**config.mk**
```make
export PLATFORM = sky130hd
export DESIGN_NAME = onehot_codec
export DESIGN_NICKNAME = d
export VERILOG_FILES = /design/src/rtl/onehot_codec.sv
export SDC_FILE = /design/constraint.sdc
export NUM_CORES = 1
export LEC_CHECK = 0
export BUFFER_PORTS_ARGS = -buffer_cell sky130_fd_sc_hd__buf_2
export CELL_PAD_IN_SITES_DETAIL_PLACEMENT = 0
export CELL_PAD_IN_SITES_GLOBAL_PLACEMENT = 2
export CORE_MARGIN = 8
export CORE_UTILIZATION = 25
export DETAILED_ROUTE_END_ITERATION = 16
export PLACE_DENSITY = 0.68
export SYNTH_ARGS = -nofsm -noshare
export SYNTH_HDL_FRONTEND = slang
export SYNTH_SLANG_ARGS = --single-unit
```
**constraint.sdc**
```tcl
create_clock -name clk_i -period 3.1 [get_ports clk_i]
set_input_delay 0.155 -clock clk_i [delete_from_list [all_inputs] [get_ports clk_i]]
set_output_delay 0.155 -clock clk_i [all_outputs]
set_load 0.05 [all_outputs]
```
**src/rtl/onehot_codec.sv**
```systemverilog
// rtl/onehot_codec.sv - handshaked binary/one-hot converter with error flagging and 2-entry output buffer
module onehot_codec #(
   parameter int BIN_W     = 4,
   parameter int ONE_HOT_W = 1 << BIN_W,
   parameter int CNT_W     = 16
) (
   input  logic                 clk_i,
   input  logic                 rst_i,
   input  logic                 mode_i,
   input  logic                 in_valid_i,
   output logic                 in_ready_o,
   input  logic [BIN_W-1:0]     bin_i,
   input  logic [ONE_HOT_W-1:0] one_hot_i,
   output logic                 out_valid_o,
   input  logic                 out_ready_i,
   output logic                 mode_o,
   output logic [ONE_HOT_W-1:0] one_hot_o,
   output logic [BIN_W-1:0]     bin_o,
   output logic                 err_o,
   input  logic                 clr_cnt_i,
   output logic [CNT_W-1:0]     err_cnt_o
);

   // Entry layout, MSB first: mode, err, bin, one_hot.
   localparam int               ENT_W    = 2 + BIN_W + ONE_HOT_W;
   localparam logic [BIN_W:0]   OH_LIMIT = (BIN_W + 1)'(ONE_HOT_W);
   localparam logic [CNT_W-1:0] CNT_MAX  = '1;

   logic [ENT_W-1:0]     fifo_mem [2];
   logic                 wr_ptr;
   logic                 rd_ptr;
   logic [1:0]           occ;
   logic                 push;
   logic                 pop;
   logic [ONE_HOT_W-1:0] enc_oh;
   logic                 enc_err;
   logic [BIN_W-1:0]     dec_bin;
   logic                 dec_found;
   logic                 dec_multi;
   logic                 dec_err;
   logic                 new_err;
   logic [ENT_W-1:0]     new_entry;
   logic [ENT_W-1:0]     head_entry;
   logic [CNT_W-1:0]     err_cnt;

   // Ready comes from occupancy and reset only, never from the handshake inputs.
   assign in_ready_o  = (occ != 2'd2) & ~rst_i;
   assign out_valid_o = (occ != 2'd0);
   assign push        = in_valid_i & in_ready_o;
   assign pop         = out_valid_o & out_ready_i;

   // Encode: out-of-range codes match no bit position, so the vector falls to zero on error.
   always_comb begin
      enc_oh  = '0;
      enc_err = ({1'b0, bin_i} >= OH_LIMIT);
      for (int i = 0; i < ONE_HOT_W; i++) begin
         enc_oh[i] = (bin_i == BIN_W'(i));
      end
   end

   // Decode: report the lowest set bit; a second set bit or no set bit marks the item malformed.
   always_comb begin
      dec_bin   = '0;
      dec_found = 1'b0;
      dec_multi = 1'b0;
      for (int i = 0; i < ONE_HOT_W; i++) begin
         if (one_hot_i[i]) begin
            if (dec_found) begin
               dec_multi = 1'b1;
            end else begin
               dec_bin   = BIN_W'(i);
               dec_found = 1'b1;
            end
         end
      end
   end

   assign dec_err   = ~dec_found | dec_multi;
   assign new_err   = mode_i ? dec_err : enc_err;
   assign new_entry = mode_i ? {1'b1, dec_err, dec_bin, {ONE_HOT_W{1'b0}}}
                             : {1'b0, enc_err, {BIN_W{1'b0}}, enc_oh};

   // Two-entry FIFO: write at wr_ptr on acceptance, advance rd_ptr on consumption.
   always_ff @(posedge clk_i) begin
      if (rst_i) begin
         occ         <= 2'd0;
         wr_ptr      <= 1'b0;
         rd_ptr      <= 1'b0;
         fifo_mem[0] <= '0;
         fifo_mem[1] <= '0;
      end else begin
         if (push) begin
            fifo_mem[wr_ptr] <= new_entry;
            wr_ptr           <= ~wr_ptr;
         end
         if (pop) begin
            rd_ptr <= ~rd_ptr;
         end
         case ({push, pop})
            2'b10:   occ <= occ + 2'd1;
            2'b01:   occ <= occ - 2'd1;
            default: occ <= occ;
         endcase
      end
   end

   // Saturating malformed-item counter; clear wins over a same-cycle increment.
   always_ff @(posedge clk_i) begin
      if (rst_i || clr_cnt_i) begin
         err_cnt <= '0;
      end else if (push && new_err && (err_cnt != CNT_MAX)) begin
         err_cnt <= err_cnt + 1'b1;
      end
   end

   // Outputs read as zero whenever the buffer is empty.
   assign head_entry = out_valid_o ? fifo_mem[rd_ptr] : '0;
   assign mode_o     = head_entry[ENT_W-1];
   assign err_o      = head_entry[ENT_W-2];
   assign bin_o      = head_entry[BIN_W+ONE_HOT_W-1:ONE_HOT_W];
   assign one_hot_o  = head_entry[ONE_HOT_W-1:0];
   assign err_cnt_o  = err_cnt;

endmodule

```
# ---- After elaboration in Yosys (flattened, before gate mapping)
# Memories as Yosys holds them, arrays and structs flattened. A register that Yosys moved wholly into a read port is not among the register bits.
# Cells that the tools add are included.
dict set report word_totals {
  ff_bits 20
  latchBits 0
  mem_bits_rw 44
  mem_bits_ro 0
  in_bits 26
  out_inout_bits 40
  elab_cells 132
  memories 1
}
dict set report classes {
  n_addsub 3
  mul 0
  div 0
  magnitude_cmp 0
  n_eq_ne 19
  shifts 0
  n_mux 90
  bitwise_logic 8
  n_reduce_logical 7
}
# name words width rd rd_clocked_by_memory_dff write_ports line_no
set memory_table {}
lappend memory_table {fifo_mem 2 22 1 1 2 29} ;# logic [ENT_W-1:0] fifo_mem [2];
# op n
set op_table {}
lappend op_table {{2-to-1 mux 4 bit} 28}
lappend op_table {{2-to-1 mux 22 bit} 3}
lappend op_table {{2-to-1 mux 1 bit} 58}
lappend op_table {{== test 4 bit, second input constant} 8}
lappend op_table {{OR reduction 22 bit} 1}
lappend op_table {{adder 16 x 1 -> 16 bit, second input constant} 1}
lappend op_table {{== test 4 x 3 -> 1 bit, second input constant} 4}
lappend op_table {{!= test 16 bit, second input constant} 1}
lappend op_table {{== test 4 x 2 -> 1 bit, second input constant} 2}
lappend op_table {{== test 4 x 1 -> 1 bit, second input constant} 1}
lappend op_table {{zero test 4 bit} 1}
lappend op_table {{NOT 1 bit} 4}
lappend op_table {{case mux 2 bit (2 select lines)} 1}
lappend op_table {{nonzero test 2 bit} 2}
lappend op_table {{AND 1 bit} 3}
lappend op_table {{adder 2 x 1 -> 2 bit, second input constant} 1}
lappend op_table {{== test 2 x 1 -> 1 bit, second input constant} 1}
lappend op_table {{== test 2 bit, second input constant} 1}
lappend op_table {{logical AND 1 bit} 2}
lappend op_table {{!= test 2 bit, second input constant} 1}
lappend op_table {{subtractor 2 x 1 -> 2 bit, second input constant} 1}
lappend op_table {{logical OR 1 bit} 1}
lappend op_table {{OR 1 bit} 1}

# ---- Logic depth before layout (Yosys ltp)
dict set report logic_depth {
  ltp_word 35
  ltp_mapped 8
  mapped_depth_nobuf 7
}

# ---- Worst setup path after synthesis
# Ideal clock, no wire load.
dict set report synth_path {
  kind {reg2reg}
  start {register occ[0]}
  end {memory fifo_mem[0][0] (netlist bit), enable pin}
  setup_time_ns 0.379
  arrival_time_ns 2.598
  required_ns 2.721
  setup_slack_ns 0.124
  stages_incl_launch_ff 7
  path_buffers 1
  synth_period_minus_slack_ns 2.976
  cell_sequence {dfxtp_1 -> inv_1 -> a21oi_1 -> nand2_1 -> or2_2 -> clkbuf_1 -> nand2_1}
}
# element line_no
set synth_rtl {}
lappend synth_rtl {{start: declaration} 32} ;# logic [1:0] occ;
lappend synth_rtl {{start signal: assignment} 100} ;# 2'b10: occ <= occ + 2'd1;
lappend synth_rtl {{start signal: assignment} 101} ;# 2'b01: occ <= occ - 2'd1;
lappend synth_rtl {{end: declaration} 29}

# ---- Final worst setup path
dict set report layout_path {
  start {register occ[0]}
  end {register err_cnt[4], in the netlist err_cnt_o[4]}
}
dict set report layout_via {
  elab_chain_len 5
}
# element line_no
set layout_lines {}
lappend layout_lines {{!= test 2 bit} 47} ;# assign in_ready_o = (occ != 2'd2) & ~rst_i;
lappend layout_lines {{AND 1 bit} 47}
lappend layout_lines {{AND 1 bit} 49} ;# assign push = in_valid_i & in_ready_o;
lappend layout_lines {{logical AND 1 bit (2 in series)} 111} ;# end else if (push && new_err && (err_cnt != CNT_MAX)) begin
lappend layout_lines {{end signal: assignment} 112} ;# err_cnt <= err_cnt + 1'b1;
lappend layout_lines {{end: declaration} 44} ;# logic [CNT_W-1:0] err_cnt;
# No other way between the ends.
# A chain may end at the register's enable or synchronous reset.

==> key figures <==
Floorplan
  – I/O pins: 66
  – Chip height: 133 um
  – Die W: around 130 um
  – Initial Util: 0.252
  – Core box area: 13700 um^2
  – Site Rows: between 40 and 50
  – Die area: 17800 um^2

Power
  – Worst IR Drop VDD: 0.263 mV
  – Power per cell area: a little under 700 nW/um^2
  – Leak: 1.56 nW

Timing
  – Slew @ Worst Pin: around 420 ps
  – Worst setup margin: 922 ps
  – Fin crit share: 0.703
  – Minimum clock period: 2180 ps
  – Maximum clock rate: 0.459 GHz
  – Final hold vios: 0
  – Final Max Slew Viols: 0
  – Max_slew headroom: 0.712
  – Setup_tns: 0 ps
  – Setup-failing EPs final: 0
  – Worst Hold Slack: 112 ps
  – Unrepaired setup endpoints after global routing: false
  – Skew final: 6.80 ps

Synth
  – Post-synthesis sequential area ratio: 0.506
  – Main synth FF type: edfxtp_1
  – Synth top cells by count: 78 x nor2_1, 44 x edfxtp_1, 25 x nand2_1
  – Number of synthesized flops with an enable pin: 44
  – Distinct cells, synth: 51
  – Avg Cell Area, Syn: 9.72 um^2
  – Syn Nets: around 380
  – Async SR Flop Fraction: 0
  – Synth Warn #: 0
  – Most frequent cell after synthesis: nor2_1
  – Post-Synthesis Cells: around 350
  – Largest area contributor in the netlist: edfxtp_1
  – Synth area leaders: edfxtp_1 38%, dfxtp_1 12%, nor2_1 8.5%
  – Synthesized flop and latch total: 65
  – Post-synth top area share: 0.384
  – Cell area after synthesis: between 3000 and 4000 um^2

Worst setup path
  – Nature of the critical path endpoint: flip-flop
  – Crit path DAT: 2430 ps
  – Worst path slowest cell: or4_1
  – Crit-path max cell delay: 560 ps
  – WS Path Type: flip-flop to flip-flop
  – Crit path max fanout: 12
  – Crit path cell chain: inv_1 -> a21oi_1 -> buf_4 -> and3_1 -> nand2_1 -> or4_1 -> a21oi_1
  – CP top delay family: simple AND/OR/NAND/NOR gates
  – Buf+Inv Stages, Crit Path: 2
  – WP data required: 3350 ps
  – Most used cell, CP: a21oi_1
  – Startpoint types: flip-flop

Global route
  – Pin count of the biggest net entering global routing: 35
  – Vias in the first global route: 2913
  – Initial antenna violation count: 0
  – Total GRT Usage: 0.103
  – First-pass GRT wire length: 14900 um
  – GRT overflow: 0

Drt
  – Total number of vias: 2852
  – Final ANT Viol Nets: 0
  – Post-Route WL: 8960 um
  – DR WL/cell: 14.8 um
  – DR iter-0 viols: 142
  – Avg Vias per Cell: about 4.7
  – Drt first pass iters: 4
  – Remaining routing DRC violations: 0

CTS
  – Root buffer cell: clkbuf_16
  – CTS Hold Bufs: 0
  – Clock Latency Late Sink: between 300 and 400 ps
  – TritonCTS clock tree: yes
  – Post-CTS Setup Bufs: 0
  – Clk slew on worst S/H paths: roughly 50 ps
  – Clock sinks: 65
  – H-tree Lvls: 3
  – Clock Path Buffers: 2
  – Resized cells post-CTS: 0
  – CTS Buf Count: 9

Place
  – Routability congestion estimate: 0.759
  – Post-Place Worst Slack: 595 ps
  – PortBufs: 65
  – Placed standard-cell area: 3970 um^2
  – Detailed Place HPWL: 6490 um

Status
  – Status: completed

Cells and area
  – Diode count: 0
  – Post-Route Utilization: 0.314
  – Nets: 449
  – Share of cells above drive strength 1: 0.244
  – Synth-to-layout area growth: 24.6%
  – Final Cell Area: 4290 um^2

Min path
  – Min-delay worst type: input port to flip-flop

Flow run
  – Number of max-cap violations: 0
==> layout by cell type (no fill, tap or decap), types with 3 or more instances in the layout <==
master      Yosys  final
a2111oi_0       3      3
a211oi_1        3      3
a21oi_1        13     13
a21oi_2         5      5
and3_1          5      5
buf_2           0     65
buf_4           1      8
clkbuf_16       0      9
clkinvlp_4      0      3
dfxtp_1        21     21
edfxtp_1       44     44
inv_1           9      9
mux2i_1        22     22
nand2_1        25     25
nand2b_1        3      3
nand3_1        11     11
nand4_1         7      7
nor2_1         78     77
nor2b_1         5      5
nor3_1          5      5
nor4_1          8      8
o21ai_0         6      6
o21ai_2         4      4
o31ai_1         9      9
or2_2           3      3
or3_1           9      9
or4_1          10     10
==> stage by stage <==
stage	total power, W	cells
global placement	0.00183	590
finish	0.00289	606
CTS	0.00294	606
floorplan	0.00162	354
global route	0.00303	606
detailed placement	0.00184	590
==> final timing paths <==
| path | from | endpoint | slack, ps | depth (start not counted) |
|---|---|---|---|---|
| worst max-delay path | occ[0] | err_cnt_o[4] | 920 | 7 |
| worst min-delay path | rst_i | occ[1] | 110 | 2 |
| worst max register to register | occ[0] | err_cnt_o[4] | 920 | 7 |
| worst min register to register | err_cnt_o[5] | err_cnt_o[5] | 490 | 2 |
==> layout make-up <==
type,instances,area (um^2)
fill,1446,9380
sequential,65,1740
multi-input combinational,263,1580
timing repair buffer,73,385
clock buffer,10,229
tap,180,225
clock inverter,6,91.3
inverter,9,33.8
==> report_power, final <==
| part | switching [W] | leakage [nW] | internal [W] |
|---|---|---|---|
| clock network | 0.000378 | 0.145 | 0.000707 |
| logic | 0.000583 | 0.783 | 0.000213 |
| registers | 0.0000245 | 0.631 | 0.000987 |
| total | 0.000986 | 1.56 | 0.00191 |
==> layer usage <==
metal,GRT usage,up-vias,wire (um)
met5,0,-,0
met4,0.0274,0,91
met3,0.0373,6,554
met2,0.170,68,4150
met1,0.125,1328,4170
li1,-,1450,-
==> state kept, by name, indices dropped and copies added, names as in the netlist, named ones only <==
| name | count |
|---|---|
| occ | 2 |
| wr_ptr | 1 |
| rd_ptr | 1 |
| fifo_mem | 44 |
| err_cnt_o | 16 |
==> cell families (layout without fill, tap and decap cells) <==
kind of cell	Yosys count	count (layout)	synth area share
mux	22	22	0.0640
compound gates	59	59	0.125
xor+xnor	3	3	0.00764
buf+inv	26	98	0.0349
fa+ha+maj	3	3	0.0102
simple gates	176	176	0.252
flops	65	65	0.506
(Power assumes the default switching activity.)
